`src/rtl/cheb_t_table_writer.sv`:
```
// Evaluates T_0(x)..T_{N_TERMS-1}(x) in Q1.15 by the Chebyshev recurrence and
// streams each term with its index to a writable table over a valid/ready port.
`timescale 1ns/1ps

module cheb_t_table_writer #(
    parameter int N_TERMS = 8,
    parameter int ADDR_W  = 3,
    parameter int DATA_W  = 16
) (
    input  logic              c_clk,
    input  logic              c_rst_n,
    input  logic              c_start,
    input  logic [DATA_W-1:0] i_x,
    output logic              o_busy,
    output logic              o_done,
    output logic              o_wr_en,
    output logic [ADDR_W-1:0] o_wr_address,
    output logic [DATA_W-1:0] o_wr_data,
    input  logic              i_wr_ready
);

    typedef enum logic [2:0] {IDLE, W0, W1, MUL, WR, DONE} state_t;

    // 17-bit internal terms so that exact +1.0 survives between iterations.
    localparam logic signed [16:0] ONE = 17'sd32768;

    state_t                state;
    logic signed [15:0]    x_reg;
    logic signed [16:0]    t_prev;
    logic signed [16:0]    t_curr;
    logic signed [16:0]    t_next;
    logic signed [16:0]    t_calc;
    logic [ADDR_W-1:0]     k;
    logic signed [32:0]    prod;
    logic signed [19:0]    q;
    logic signed [19:0]    r;

    function automatic logic [15:0] sat16(input logic signed [16:0] v);
        return (v == ONE) ? 16'h7FFF : v[15:0];
    endfunction

    // Shifting by 14 rather than 15 folds the factor of two into 2*x*T_k.
    always_comb begin
        prod = 33'(x_reg) * 33'(t_curr);
        q    = 20'(prod >>> 14);
        r    = q - 20'(t_prev);
        if (r > 20'sd32768) begin
            t_calc = ONE;
        end else if (r < -20'sd32768) begin
            t_calc = -ONE;
        end else begin
            t_calc = 17'(r);
        end
    end

    always_ff @(posedge c_clk or negedge c_rst_n) begin
        if (!c_rst_n) begin
            state        <= IDLE;
            x_reg        <= '0;
            t_prev       <= '0;
            t_curr       <= '0;
            t_next       <= '0;
            k            <= '0;
            o_busy       <= 1'b0;
            o_done       <= 1'b0;
            o_wr_en      <= 1'b0;
            o_wr_address <= '0;
            o_wr_data    <= '0;
        end else begin
            case (state)
                IDLE: begin
                    o_done <= 1'b0;
                    if (c_start) begin
                        x_reg        <= i_x;
                        t_prev       <= ONE;
                        o_busy       <= 1'b1;
                        o_wr_en      <= 1'b1;
                        o_wr_address <= '0;
                        o_wr_data    <= 16'h7FFF;
                        state        <= W0;
                    end
                end
                W0: begin
                    if (i_wr_ready) begin
                        t_curr       <= {x_reg[15], x_reg};
                        k            <= ADDR_W'(1);
                        o_wr_address <= ADDR_W'(1);
                        o_wr_data    <= x_reg;
                        state        <= W1;
                    end
                end
                W1: begin
                    if (i_wr_ready) begin
                        o_wr_en <= 1'b0;
                        if (N_TERMS == 2) begin
                            o_busy <= 1'b0;
                            o_done <= 1'b1;
                            state  <= DONE;
                        end else begin
                            state <= MUL;
                        end
                    end
                end
                MUL: begin
                    t_next       <= t_calc;
                    o_wr_en      <= 1'b1;
                    o_wr_address <= k + ADDR_W'(1);
                    o_wr_data    <= sat16(t_calc);
                    state        <= WR;
                end
                WR: begin
                    if (i_wr_ready) begin
                        t_prev  <= t_curr;
                        t_curr  <= t_next;
                        k       <= k + ADDR_W'(1);
                        o_wr_en <= 1'b0;
                        if (int'(k) + 1 == N_TERMS - 1) begin
                            o_busy <= 1'b0;
                            o_done <= 1'b1;
                            state  <= DONE;
                        end else begin
                            state <= MUL;
                        end
                    end
                end
                DONE: begin
                    o_done <= 1'b0;
                    state  <= IDLE;
                end
                default: begin
                    state   <= IDLE;
                    o_busy  <= 1'b0;
                    o_done  <= 1'b0;
                    o_wr_en <= 1'b0;
                end
            endcase
        end
    end

endmodule
```
`config.mk`:
```
export PLATFORM = sky130hd
export DESIGN_NAME = cheb_t_table_writer
export DESIGN_NICKNAME = d
export VERILOG_FILES = /design/src/rtl/cheb_t_table_writer.sv
export SDC_FILE = /design/constraint.sdc
export NUM_CORES = 1
export LEC_CHECK = 0
export CORE_ASPECT_RATIO = 1.75
export CORE_UTILIZATION = 45
export DETAILED_ROUTE_END_ITERATION = 10
export GPL_ROUTABILITY_DRIVEN = 0
export PLACE_DENSITY_LB_ADDON = 0.12
export SLEW_MARGIN = 20
export SYNTH_ARGS = -nofsm -noshare
export SYNTH_HDL_FRONTEND = slang
export SYNTH_SLANG_ARGS = --single-unit
```
`constraint.sdc`:
```
create_clock -name c_clk -period 17.1 [get_ports c_clk]
set_clock_uncertainty 0.05 [all_clocks]
set_input_delay 3.42 -clock c_clk [delete_from_list [all_inputs] [get_ports c_clk]]
set_output_delay 3.42 -clock c_clk [all_outputs]
set_load 0.01 [all_outputs]
```
==> metrics.md <==
| Metric | Value |
|---|---|
| Outcome | `finished, final reports clean` |
| Largest family of logic cells by synthesized area | `adder cells` |
| Critical path class | `reg -> reg` |
| Hold WS | `431 ps` |
| EDFF count, synth | `0` |
| Synth warn | `0` |
| Share of layout cells above drive strength 1 | `4.44%` |
| Final wirelength | `40600 um` |
| Post-synthesis average cell area | `9.15 um^2` |
| DP HPWL | `32000 um` |
| Vias per Instance | `5.33` |
| RSZ-0062 raised after global routing | `false` |
| Final Hold Viols | `0` |
| Max-cap violations | `0` |
| Crit path largest cell delay | `780 ps` |
| Largest regs | `t_curr (17), t_next (17), t_prev (17)` |
| CP endpoint kind | `flop` |
| Met2 wire len | `22900 um` |
| Final Instance Area | `16400 um^2` |
| CTS max path bufs | `2` |
| Synth Area in Adders | `44.7%` |
| Number of CTS-inserted buffers | `9` |
| Post-synth top area share | `36.3%` |
| Simple-gate share of the synthesized area | `15.3%` |
| Grt total ovfl | `0` |
| Worst relative slew slack | `27.7%` |
| Worst EP arrival | `9710 ps` |
| Gate Count Post-Synth | `1664` |
| Ys async rst share | `100%` |
| Seq/Total Area, Yosys | `15.6%` |
| Yosys reg bits | `95` |
| Via count | `11300` |
| Wirelength per Cell | `19.2 um` |
| Num rows | `88` |
| Root buf cell | `clkbuf_16` |
| CP dominant cell by count | `fa_1` |
| Final period util | `55.7%` |
| WP data required | `17280 ps` |
| HP Start | `t_next[3]` |
| First-pass GRT wire length | `67200 um` |
| Initial antenna violation count | `1` |
| H-tree levels | `3` |
| Chip height | `245 um` |
| Top Layer Used | `met5` |
| Synth Cell Area | `15200 um^2` |
| # IOs | `42` |
| Core area | `33100 um^2` |
| Worst slew pin tran | `1080 ps` |
| Post-route ant nets | `0` |
| Port Buf Inserts | `41` |
| Synth area leaders | `fa_1, dfrtp_1, inv_1, ha_1, and2_1` |
| Post-synth net total | `2062` |
| CTS Sinks | `95` |
| Min cycle time layout | `9530 ps` |
| Library cells used by synthesis | `67` |
| CTS resizes | `0` |
| RR Startpoint | `x_reg[1]` |
| Hold/Removal Path Class | `reg -> reg` |
| Total GRT Usage | `25.7%` |
| Final setup violation count | `0` |
| Die Area | `34600 um^2` |
| Crit path launch | `x_reg[1]` |
| Crit-path slowest cell | `fa_1` |
| Area grow syn2layout | `7.59%` |
| Met1 wire length | `14700 um` |
| Drt pass-1 iters | `5` |
| Hold Buf Count CTS | `0` |
| Largest net degree at the start of global routing | `52` |
| Worst-path clk slew | `70 ps` |
| Initial Utilization | `46.0%` |
| Slew Limit Fails | `0` |
| Xor-xnor portion of the synthesized cell area | `1.72%` |
| TritonCTS clock tree | `yes` |
| Number of setup buffers added after CTS | `0` |
| Achievable Freq | `0.105 GHz` |
| Setup TNS | `0 ps` |
| Ant. Diodes | `0` |
| DRC | `0` |
| Cell taking the most area after synthesis | `fa_1` |
| Primary FF master, synth | `dfrtp_1` |
| First-iteration detailed-routing DRC count | `523` |
| Die width | `141 um` |
| Final net count | `2060` |
| Mux contribution to synthesized area | `2.36%` |
| Compound-cell area share of the yosys netlist | `10.1%` |
| Placed Area | `16100 um^2` |
| Worst setup SP type | `flop` |
| Worst-Skew Late Latency | `350 ps` |
| Critical-path maximum fanout | `20` |
| WL met3 | `897 um` |
| Vias in the first global route | `12700` |
[metal layers]
metal	up-vias	track usage, %
li1	5155	-
met1	5813	27.4
met2	206	50.4
met3	105	2.14
met4	2	11.6
met5	-	0
[worst max-delay path, delay by kind of cell (launching register included)]
| kind | cells | cell delay [ps] |
|---|---|---|
| compound gates | 11 | 2180 |
| xor+xnor | 2 | 720 |
| fa+ha+maj | 8 | 4130 |
| buf+inv | 6 | 770 |
| flops | 1 | 660 |
| simple gates | 5 | 890 |
[per-stage QoR]
stage / setup WS (ps) / std cells / utilization, %
floorplan: 8730 / 1664 / -
global placement: 7890 / 2101 / 48.5
detailed placement: 7720 / 2101 / 48.5
CTS: 7670 / 2117 / 49.4
global route: 6930 / 2117 / 49.4
finish: 7570 / 2117 / 49.4
[final timing paths]
check / end / slack [ps] / cells after the start
hold / removal: t_next[3] / 430 / 2
min in group asynchronous: x_reg[4] / 3020 / 1
setup / recovery: o_wr_data[7] / 7570 / 32
setup reg to reg: o_wr_data[7] / 7570 / 32
hold reg to reg: t_next[3] / 430 / 2
max in group asynchronous: t_curr[13] / 12880 / 2
[cells in the final DEF, fill, tap and decap left out, drive strengths merged, types with 5 or more instances in the layout]
cell / Yosys / layout
a211o: 6 / 6
a21o: 11 / 11
a21oi: 57 / 57
a221oi: 13 / 13
a22oi: 7 / 7
and2: 127 / 127
and3: 8 / 8
buf: 5 / 20
clkbuf: 68 / 10
clkdlybuf4s50: 0 / 40
dfrtp: 95 / 95
fa: 276 / 276
ha: 102 / 102
inv: 343 / 346
mux2: 15 / 15
mux2i: 19 / 19
nand2: 193 / 193
nand2b: 9 / 9
nand3: 37 / 37
nand3b: 5 / 5
nor2: 56 / 56
nor2b: 11 / 11
nor3: 14 / 14
o211ai: 7 / 7
o21a: 10 / 10
o21ai: 79 / 79
o22ai: 7 / 7
or3: 5 / 5
xnor2: 22 / 22
xor2: 8 / 8
[cells by family after synthesis]
| family | after synthesis |
|---|---|
| flops | 95 |
| xor+xnor | 30 |
| compound gates | 233 |
| simple gates | 478 |
| mux | 34 |
| fa+ha+maj | 378 |
| buf+inv | 416 |
[Yosys cell counts, types with 6 or more instances]
cell type and n:
fa_1 276, mux2_2 15, a22oi_1 7, nor2_1 55
nand3_1 37, o211ai_1 6, nor2b_1 11, mux2i_1 19
ha_1 102, o21ai_2 8, xor2_1 8, dfrtp_1 95
o21ai_0 68, a21o_1 11, inv_1 343, a221oi_1 13
a21oi_1 56, and2_1 127, nor3_1 14, o21a_1 10
nand2_1 193, a211o_1 6, xnor2_1 22, o22ai_1 7
nand2b_1 9, clkbuf_1 68, and3_1 8
[cell type report]
cell class,count,area (um^2)
sequential,95,2380
multi-input combinational,1153,11300
tap,450,563
inverter,343,1290
timing repair buffer,60,551
clock inverter,6,76.3
clock buffer,10,229
fill,3163,16800
Power is not shown: default switching activity piles up to over one toggle a cycle in this logic, so the estimate is an artifact.
